File: src/rtl/rst_seq_pkg.sv
// Shared types and sizing helpers for the reset sequencing controller.
package rst_seq_pkg;

    typedef enum logic [1:0] {
        RST  = 2'd0,
        HOLD = 2'd1,
        WAIT = 2'd2,
        DONE = 2'd3
    } seq_state_t;

    function automatic int max_int(input int a, input int b);
        return (a > b) ? a : b;
    endfunction

    // Wide enough for both the settle delay and the init-done timeout.
    function automatic int cnt_width(input int dly, input int tmo);
        return $clog2(max_int(dly, tmo)) + 1;
    endfunction

endpackage

File: src/rtl/rst_sync_2ff.sv
// Two-flop reset synchroniser: asserts asynchronously, deasserts on the
// second clock edge after arst_in_n goes high.
module rst_sync_2ff (
    input  logic clk,
    input  logic arst_in_n,
    output logic rst_s_n
);

    logic meta_q;
    logic sync_q;

    always_ff @(posedge clk or negedge arst_in_n) begin
        if (!arst_in_n) begin
            meta_q <= 1'b0;
            sync_q <= 1'b0;
        end else begin
            meta_q <= 1'b1;
            sync_q <= meta_q;
        end
    end

    assign rst_s_n = sync_q;

endmodule

File: src/rtl/rst_seq_ctrl.sv
// Reset sequencer: releases NUM_DOM domain resets in index order, each after a
// settle delay and the previous domain's init-done. Optional RST_SEQ_TIMEOUT_EN.
module rst_seq_ctrl
    import rst_seq_pkg::*;
#(
    parameter int NUM_DOM = 4,
    parameter int DLY_CYC = 16,
    parameter int TMO_CYC = 1024
) (
    input  logic                       clk,
    input  logic                       arst_in_n,
    input  logic                       sw_rst_req,
    input  logic [NUM_DOM-1:0]         dom_done,
    output logic [NUM_DOM-1:0]         dom_rst_n,
    output logic                       seq_busy,
    output logic                       seq_done,
    output logic [$clog2(NUM_DOM)-1:0] cur_dom,
    output logic [NUM_DOM-1:0]         tmo_err
);

    localparam int CW = $clog2(NUM_DOM);
    localparam int NW = cnt_width(DLY_CYC, TMO_CYC);
    localparam logic [CW-1:0] LAST_DOM = CW'(NUM_DOM - 1);
    localparam logic [NW-1:0] DLY_LAST = NW'(DLY_CYC - 1);
`ifdef RST_SEQ_TIMEOUT_EN
    localparam logic [NW-1:0] TMO_LAST = NW'(TMO_CYC - 1);
`endif

    logic rst_s_n;

    rst_sync_2ff u_sync (
        .clk       (clk),
        .arst_in_n (arst_in_n),
        .rst_s_n   (rst_s_n)
    );

    seq_state_t        state_q, state_d;
    logic [NW-1:0]     cnt_q, cnt_d;
    logic [CW-1:0]     cur_q, cur_d;
    logic [NUM_DOM-1:0] rel_q, rel_d;
    logic [NUM_DOM-1:0] tmo_q, tmo_d;
    logic              adv;

    always_ff @(posedge clk or negedge arst_in_n) begin
        if (!arst_in_n) begin
            state_q <= RST;
            cnt_q   <= '0;
            cur_q   <= '0;
            rel_q   <= '0;
            tmo_q   <= '0;
        end else begin
            state_q <= state_d;
            cnt_q   <= cnt_d;
            cur_q   <= cur_d;
            rel_q   <= rel_d;
            tmo_q   <= tmo_d;
        end
    end

    always_comb begin
        state_d = state_q;
        cnt_d   = cnt_q;
        cur_d   = cur_q;
        rel_d   = rel_q;
        tmo_d   = tmo_q;
        adv     = 1'b0;

        unique case (state_q)
            RST: begin
                if (rst_s_n) begin
                    state_d = HOLD;
                    cnt_d   = '0;
                end
            end
            HOLD: begin
                if (cnt_q == DLY_LAST) begin
                    rel_d[cur_q] = 1'b1;
                    state_d      = WAIT;
                    cnt_d        = '0;
                end else begin
                    cnt_d = cnt_q + NW'(1);
                end
            end
            WAIT: begin
                adv = dom_done[cur_q];
`ifdef RST_SEQ_TIMEOUT_EN
                if (!adv) begin
                    if (cnt_q == TMO_LAST) begin
                        tmo_d[cur_q] = 1'b1;
                        adv          = 1'b1;
                    end else begin
                        cnt_d = cnt_q + NW'(1);
                    end
                end
`endif
                if (adv) begin
                    cnt_d = '0;
                    if (cur_q == LAST_DOM) begin
                        state_d = DONE;
                    end else begin
                        cur_d   = cur_q + CW'(1);
                        state_d = HOLD;
                    end
                end
            end
            DONE: begin
            end
        endcase

        // Soft reset overrides any advance decided above; ignored while in RST.
        if (sw_rst_req && (state_q != RST)) begin
            state_d = HOLD;
            cnt_d   = '0;
            cur_d   = '0;
            rel_d   = '0;
            tmo_d   = '0;
        end
    end

    assign dom_rst_n = rel_q;
    assign cur_dom   = cur_q;
    assign seq_busy  = (state_q == HOLD) || (state_q == WAIT);
    assign seq_done  = (state_q == DONE);
`ifdef RST_SEQ_TIMEOUT_EN
    assign tmo_err   = tmo_q;
`else
    assign tmo_err   = '0;
`endif

endmodule
File: config.mk
export PLATFORM = sky130hd
export DESIGN_NAME = rst_seq_ctrl
export DESIGN_NICKNAME = d
export VERILOG_FILES = /design/src/rtl/rst_seq_pkg.sv /design/src/rtl/rst_sync_2ff.sv /design/src/rtl/rst_seq_ctrl.sv
export SDC_FILE = /design/constraint.sdc
export NUM_CORES = 1
export LEC_CHECK = 0
export CAP_MARGIN = 40
export CORE_UTILIZATION = 30
export DETAILED_ROUTE_END_ITERATION = 12
export MAX_ROUTING_LAYER = met4
export PLACE_DENSITY = 0.55
export SLEW_MARGIN = 20
export SYNTH_ARGS = -nofsm -noshare
export SYNTH_HDL_FRONTEND = slang
export SYNTH_HIERARCHICAL = 1
export SYNTH_SLANG_ARGS = --single-unit
File: constraint.sdc
create_clock -name clk -period 1.6 [get_ports clk]
set_input_delay 0.32 -clock clk [delete_from_list [all_inputs] [get_ports clk]]
set_output_delay 0.32 -clock clk [all_outputs]
set_load 0.01 [all_outputs]
Word-level counts from Yosys, hierarchy flattened:

Index checks and enable logic that the tools add are counted.

* flip-flop bits (word level): 21
* input bits: 7
* output and inout port bits: 12
* word-level logic and storage cells: 56

* $add $sub $neg: 2
* $lt $le $gt $ge: 2
* equal/unequal tests: 9
* multiplexer cells: 22
* bitwise logic cells: 1
* reductions and logical operators: 14

Operator list (count)
* 2-to-1 mux 11 bit: 4
* case mux 11 bit (3 select lines): 1
* 2-to-1 mux 2 bit: 9
* 2-to-1 mux 4 bit: 3
* adder 11 x 1 -> 11 bit (second input constant): 1
* == test 11 x 4 -> 1 bit (second input constant): 1
* nonzero test 2 bit: 5
* == test 2 bit (second input constant): 3
* inequality test 3 bit (second input constant): 2
* case mux 2 bit (3 select lines): 1
* AND reduction 3 bit: 2
* OR 4 bit: 1
* AND reduction 4 bit: 1
* nonzero test 4 bit: 1
* < comparator 2 x 3 -> 1 bit (second input constant): 1
* inequality test 3 x 2 -> 1 bit (second input constant): 1
* adder 2 x 1 -> 2 bit (second input constant): 1
* binary-select mux 1 bit (select 2 bit): 1
* demux 1 bit (select 2 bit): 1
* == test 2 x 1 -> 1 bit (second input constant): 1
* >= comparator 2 x 1 -> 1 bit (second input constant): 1
* logical AND 1 bit: 2
* logical NOT 2 bit: 1
* 2-to-1 mux 1 bit: 2
* other kinds (3): 3

Logic depth before layout (Yosys ltp):

Gate-level depths: netlist of the first run.

* word-level depth: 8
* gate-level depth with buffers: 7

Cells and area by module:

The synthesis of the first run kept the hierarchy.

Modules (own cells, without submodules)
* rst_seq_ctrl: instances 1, cells each 134, area an instance 1338.8 um^2, seq. area each 475.5 um^2
* rst_sync_2ff: instances 1, cells each 3, area an instance 53.8 um^2, seq. area each 50.0 um^2

Worst setup path after synthesis of the first run:

OpenSTA, ideal clock, no wires.

* path kind: register -> register
* from: reg state_q[0]
* to: reg cnt_q[5]
* setup time: 0.082 ns
* arrival: 1.661 ns
* required time: 1.518 ns
* path slack: -0.143 ns
* cell stages (with the launch flop): 8
* buffers on the path: 1
* path through: dfrtp_1 > inv_1 > ha_1 > mux2_2 > o221ai_2 > buf_2 > nand2_1 > a31oi_1

* word-level cells in the longest chain between the ends: 4

RTL lines
* from (decl): RTL line rst_seq_ctrl.sv:37 `seq_state_t state_q, state_d;`
* from (signal assigned): RTL line rst_seq_ctrl.sv:52 `state_q <= state_d;`
* nonzero test 2 bit: RTL line rst_seq_ctrl.sv:111 `if (sw_rst_req && (state_q != RST)) begin`
* logical AND 1 bit: RTL line rst_seq_ctrl.sv:111
* inequality test 3 x 2 -> 1 bit (no line) (tied with other cells)
* AND reduction 3 bit (no line)
* to (signal assigned): RTL line rst_seq_ctrl.sv:53 `cnt_q <= cnt_d;`
* to (decl): RTL line rst_seq_ctrl.sv:38 `logic [NW-1:0] cnt_q, cnt_d;`

Several ways; a longest one is shown, not always the timed one.
A chain may end at the register's enable or synchronous reset.

Worst setup path after layout of the first run:

* from: reg state_q[1]
* to: reg cnt_q[9]

Same word-level chain as after synthesis.

==> results of run 1 <==
## sequential cells by signal (all words and copies together), names as in the netlist
register,cells
cur_dom,2
state_q,2
u_sync/rst_s_n,1
cnt_q,11
u_sync/meta_q,1
dom_rst_n,4
## worst paths after layout
kind | endpoint | slack [ps] | cells past startpoint | from
hold / removal | u_sync/rst_s_n | 350 | 0 | u_sync/meta_q
max in group asynchronous | cur_dom[0] | 950 | 2 | arst_in_n
hold reg to reg | u_sync/rst_s_n | 350 | 0 | u_sync/meta_q
min in group asynchronous | dom_rst_n[2] | 410 | 2 | arst_in_n
setup reg to reg | cnt_q[9] | -20 | 7 | state_q[1]
setup / recovery | cnt_q[9] | -20 | 7 | state_q[1]
## per-layer routing
metal / share of wire / GRT usage
met5: 0 / -
met2: 0.49 / 0.253
met4: 0.012 / 0.0600
met1: 0.47 / 0.202
met3: 0.027 / 0.0188
## timing repair
action,in CTS,in global routing
hold buffers,0,0
endpoints found under the setup margin,20,18
buffers inserted,1,3
resized for setup,16,6
pin swaps,2,5
## metrics by stage
step	util	std cells	power, mW	TNS (ps)
floorplan	-	140	1.61	0
global placement	0.405	222	2.18	-2670
detailed placement	0.405	222	2.19	-3280
CTS	0.431	227	2.68	-49.9
global route	0.436	230	2.92	-856
finish	0.436	230	2.70	-37.4
## critical path, stage by stage (launching register included)
cell	delay (ps)
sky130_fd_sc_hd__dfrtp_1	410
sky130_fd_sc_hd__inv_2	70
sky130_fd_sc_hd__ha_4	270
sky130_fd_sc_hd__mux2_4	160
sky130_fd_sc_hd__o221ai_4	110
sky130_fd_sc_hd__buf_6	160
sky130_fd_sc_hd__a32oi_1	210
sky130_fd_sc_hd__o31ai_1	100
## cell families (layout without fill, tap and decap cells)
group | Yosys count | count (layout) | share of synthesized area
mux | 9 | 9 | 0.0773
flops | 21 | 21 | 0.377
simple gates | 42 | 42 | 0.185
buf+inv | 19 | 57 | 0.0692
compound gates | 35 | 35 | 0.205
other cells | 2 | 5 | 0.00539
fa+ha+maj | 9 | 9 | 0.0809
## power by group
part	internal (mW)	total, mW	switching, mW
clock network	0.173	0.351	0.178
logic	0.841	1.69	0.849
registers	0.603	0.658	0.0549
total	1.62	2.70	1.08
## area by class of cell
type / instances / area, µm² / share of cell area
clock buffers: 3 / 41.3 / 0.0215
inverters: 9 / 33.8 / 0.0176
flip-flops and latches: 21 / 527 / 0.274
clock inverters: 1 / 5.00 / 0.00260
well taps: 52 / 65.1 / 0.0338
multi-input cells: 100 / 873 / 0.454
repair buffers: 44 / 378 / 0.196
## cells in the mapped netlist, drive strengths merged, types with 2 or more instances
cell type  count  area share
a41oi          3       0.019
buf            8       0.040
and4           3       0.021
nand2b         4       0.018
inv            9       0.024
nand4          3       0.013
o221ai         2       0.017
mux2i          4       0.029
a31oi          3       0.013
nand2         13       0.040
o21ai          4       0.014
mux2           4       0.032
nand3          8       0.029
o31ai          3       0.016
a21oi          4       0.014
a22o           5       0.031
nor2           2      0.0054
clkbuf         2      0.0054
conb           2      0.0054
dfrtp         21        0.38
nor3           3       0.014
ha             9       0.081
a32oi          4       0.025
and3           2      0.0099
==> reports/summary.md, run 1 <==
## Yosys
• Yosys cell types: 44
• YS warnings: 6
• Post-Synthesis Cell Area: 0.00139 mm²
• share of synthesized registers carrying an async set or reset: 1.00
• most instantiated flip-flop cell in the synthesis netlist: sky130_fd_sc_hd__dfrtp_1
• mean cell area of the mapped netlist: 10.2 µm²
• number of enable flip-flop cells after synthesis: 0
• Cells after Synth: 137
• proportion of synthesized chip area in sequential cells: 0.377
• flop and latch count out of synthesis: 21

## Layout
• most frequent cells in the layout: sky130_fd_sc_hd__buf_4, sky130_fd_sc_hd__dfrtp_1, sky130_fd_sc_hd__nand2_1, sky130_fd_sc_hd__clkdlybuf4s50_1, sky130_fd_sc_hd__nand3_1
• post-route cell area: 0.00192 mm²
• area added between synthesis and finish: 38.1%
• layout cell share with drive strength beyond 1: 0.354
• Filler Cell Count: 432
• Net count, final: 195
• number of diodes added for antenna fixing: 0
• most common cell after layout, fill and taps aside: sky130_fd_sc_hd__buf_4

## Placed design
• Port-buffer cells: 14
• Setup WS pre-CTS: -242 ps
• total placed instance area: 0.00179 mm²
• placer's final routability congestion estimate: 0.822
• HPWL after detailed placement: 2.54 mm

## Timing
• unrepaired setup endpoints after global routing: true
• final slew viol count: 0
• ratio of final minimum period to clock period: 1.01
• Min Hold Slack: 353 ps
• timing-limited maximum frequency: 0.617 GHz
• final setup slack of the worst path: -21.8 ps
• slew of the pin with the lowest slew margin: 495 ps
• Fin. Hold Viols: 0
• tightest slew margin relative to the limit: 0.667
• final count of negative-setup-slack endpoints: 2
• post-layout minimum cycle time: 1620 ps
• Worst Clk Skew: 4.26 ps

## Power and ir drop
• Leakage Power: 0.854 nW
• worst vdd ir: 0.000494 V
• PD cells: 1400 mW/mm²

## Detailed routing
• ratio of routed vias to standard cells: 5.18
• drt initial violations: 35
• residual DRC count: 0
• ANT nets after route: 0
• sum of routed wire length over all layers: 3.41 mm
• First-pass DRT Iterations: 4
• vias after detailed routing: 1192
• routed wire length per instance: 14.8 µm

## Clock network
• clock transition at the registers of the reported paths: 80 ps
• clock tree from TritonCTS: yes
• clock sinks: 21
• number of CTS-inserted buffers: 3
• CTS root buf: sky130_fd_sc_hd__clkbuf_8
• insertion delay of the later-clocked pin in the worst-skew pair: 260 ps
• maximum root-to-sink buffer count: 2
• H-tree lvl count: 1

## Floorplan
• overall die height: 70.1 µm
• horizontal die dimension: 70.1 µm
• number of top-level pins: 19
• initial standard-cell utilization of the core: 0.315
• die area: 0.00492 mm²
• area of the placeable core: 0.00441 mm²
• placement row count: 24

## Critical path
• Setup Crit Path Kind: reg2reg
• kind of end point of the critical path: register
• Arr. time, crit path: 1760 ps
• CP Max Fanout: 8
• Setup crit start kind: register
• Worst EP required: 1740 ps

## Global route
• antenna violations before repair: 0
• Total GRT Usage: 0.157
• total congestion overflow: 0
• vias in the first global route: 1229
• largest net degree at the start of global routing: 22
• first-pass GRT wire length: 5.91 mm

## Job
• maximum capacitance violations: 0

## Outcome
• violations in the final reports: setup timing
• result of the run: finished, violations left

## Min path
• class of the tightest hold or removal check: reg2reg

(Power assumes the default switching activity.)
==> run 2, diff against run 1 <==
--- a/config.mk
+++ b/config.mk
@@ -5,7 +5,6 @@
 export SDC_FILE = /design/constraint.sdc
 export NUM_CORES = 1
 export LEC_CHECK = 0
-export CAP_MARGIN = 40
 export CORE_UTILIZATION = 30
 export DETAILED_ROUTE_END_ITERATION = 12
 export MAX_ROUTING_LAYER = met4
==> results of run 2 <==
Same layout as run 1: the final DEF is identical, and so are final timing and power.
==> run 3, diff against run 2 <==
--- a/config.mk
+++ b/config.mk
@@ -5,6 +5,7 @@
 export SDC_FILE = /design/constraint.sdc
 export NUM_CORES = 1
 export LEC_CHECK = 0
+export CORE_MARGIN = 2
 export CORE_UTILIZATION = 30
 export DETAILED_ROUTE_END_ITERATION = 12
 export MAX_ROUTING_LAYER = met4
==> run 3 against run 2 <==
Compared with the run above:
- the flow still finishes with violations (setup timing)
- sequential power shrank 0.9%
- combinational power grew 10%
- final cell count grew 3.9%
- first-iteration DRC count shrank 31%
- count of clock-buffer cells in the layout is the same
- setup slack lost 5.6 ps
- flip-flop and latch count is the same
- critical path depth is the same
- via count grew 3.1%
- register-to-register slack is essentially flat
- hold slack lost 6.4 ps
- critical path type unchanged
- critical endpoint unchanged
==> reports/summary.md, run 3 (synthesized netlist as in run 1, its figures left out) <==
## Layout
• most common cell after layout, fill and taps aside: sky130_fd_sc_hd__buf_4
• layout cell share with drive strength beyond 1: 0.439
• Net count, final: 204
• Filler Cell Count: 410
• register with the most flip-flops: cnt_q
• most frequent cells in the layout: sky130_fd_sc_hd__buf_4, sky130_fd_sc_hd__dfrtp_1, sky130_fd_sc_hd__nand2_1, sky130_fd_sc_hd__clkdlybuf4s50_1
• area added between synthesis and finish: 48.7%
• number of flip-flops under the largest register name: 11
• number of diodes added for antenna fixing: 0

## Clock network
• clock sinks: 21
• clock tree from TritonCTS: yes
• number of CTS-inserted buffers: 3
• H-tree lvl count: 1
• insertion delay of the later-clocked pin in the worst-skew pair: 260 ps
• maximum root-to-sink buffer count: 2
• CTS root buf: sky130_fd_sc_hd__clkbuf_8
• clock transition at the registers of the reported paths: 80 ps

## Min path
• class of the tightest hold or removal check: reg2reg

## Floorplan
• die area: 0.00520 mm²
• horizontal die dimension: 72.1 µm
• placement row count: 24
• area of the placeable core: 0.00441 mm²
• number of top-level pins: 19
• initial standard-cell utilization of the core: 0.315
• overall die height: 72.1 µm

## Global route
• Total GRT Usage: 0.145
• total congestion overflow: 0
• largest net degree at the start of global routing: 22
• antenna violations before repair: 0
• first-pass GRT wire length: 5.79 mm
• vias in the first global route: 1239

## Critical path
• Arr. time, crit path: 1770 ps
• Worst EP required: 1750 ps
• Setup Crit Path Kind: reg2reg
• CP Max Fanout: 8
• kind of end point of the critical path: register
• Setup crit start kind: register

## Detailed routing
• First-pass DRT Iterations: 4
• ANT nets after route: 0
• routed wire length per instance: 14.7 µm
• residual DRC count: 0
• drt initial violations: 24
• vias after detailed routing: 1229
• ratio of routed vias to standard cells: 5.14
• sum of routed wire length over all layers: 3.51 mm

## Timing
• unrepaired setup endpoints after global routing: true
• timing-limited maximum frequency: 0.614 GHz
• final setup slack of the worst path: -27.4 ps
• final setup TNS: -38.8 ps
• Fin. Hold Viols: 0
• final count of negative-setup-slack endpoints: 3
• final slew viol count: 0
• ratio of final minimum period to clock period: 1.02
• Worst Clk Skew: 4.44 ps
• post-layout minimum cycle time: 1630 ps

## Outcome
• violations in the final reports: setup timing
• result of the run: finished, violations left

## Job
• maximum capacitance violations: 0

## Placed design
• HPWL after detailed placement: 2.56 mm
• Port-buffer cells: 14
• placer's final routability congestion estimate: 0.840

## Power and ir drop
• PD cells: 1390 mW/mm²
• Leakage Power: 0.922 nW
• worst vdd ir: 0.000481 V
• final total power: 2.87 mW

==> run 3: cell count changes in the layout (fill, tap and decap cells not counted), moves of 3 or more <==
cell                      change
sky130_fd_sc_hd__a32oi_2      +3
sky130_fd_sc_hd__a32oi_1      -3
sky130_fd_sc_hd__o31ai_2      +3
sky130_fd_sc_hd__buf_4        +8
sky130_fd_sc_hd__o31ai_1      -3
==> run 3: path summary, 6_finish.rpt <==
kind / to / slack, ps / start / cells past startpoint
min: u_sync/rst_s_n / 350 / u_sync/meta_q / 0
max: cnt_q[9] / -30 / state_q[1] / 7
max in group asynchronous: cur_dom[0] / 960 / arst_in_n / 2
min in group asynchronous: state_q[0] / 400 / arst_in_n / 2
min reg2reg: u_sync/rst_s_n / 350 / u_sync/meta_q / 0
max reg2reg: cnt_q[9] / -30 / state_q[1] / 7
==> run 3: repair_timing <==
item,CTS,global route
setup endpoints to repair,16,20
buffers inserted,4,3
hold buffers,0,0
pin swaps,7,7
hold endpoints to repair,0,0
gates resized for setup,20,15
==> run 3: report_power, final <==
part           total [mW]  internal [mW]  switching [mW]
combinational        1.86          0.925           0.933
sequential          0.652          0.603          0.0490
clock               0.361          0.174           0.187
==> run 3: per-layer routing <==
layer	track usage	up-vias	part of all wire
met1	0.183	592	0.45
met2	0.232	22	0.51
met3	0.0361	4	0.037
met4	0.0398	0	0.0091
met5	-	-	0
li1	-	611	-
==> run 3: layout make-up <==
type | count | area, µm² | area share
well taps | 52 | 65.1 | 0.0314
inverters | 9 | 36.3 | 0.0175
flip-flops and latches | 21 | 527 | 0.254
multi-input cells | 100 | 942 | 0.455
repair buffers | 53 | 454 | 0.219
clock buffers | 3 | 41.3 | 0.0199
clock inverters | 1 | 5.00 | 0.00242
==> run 3: per-stage QoR <==
stage                     setup WS [ps]  cell area (µm²)  cells  hold slack [ps]  utilization
final                             -27.4             2070    239              346        0.469
after global routing              -94.9             2070    239              358        0.469
after CTS                         -36.6             1990    236              347        0.450
after detailed placement           -214             1830    228              336        0.416
after global placement             -191             1830    228              333        0.416
after floorplan                   0.433             1450    140             24.4            -
==> run 3: worst max-delay path: stages, from the launching register on <==
cell                       delay, ps
sky130_fd_sc_hd__dfrtp_1         400
sky130_fd_sc_hd__inv_2            70
sky130_fd_sc_hd__ha_4            270
sky130_fd_sc_hd__mux2_4          170
sky130_fd_sc_hd__o221ai_4        110
sky130_fd_sc_hd__buf_6           160
sky130_fd_sc_hd__a32oi_2         230
sky130_fd_sc_hd__o31ai_2          90
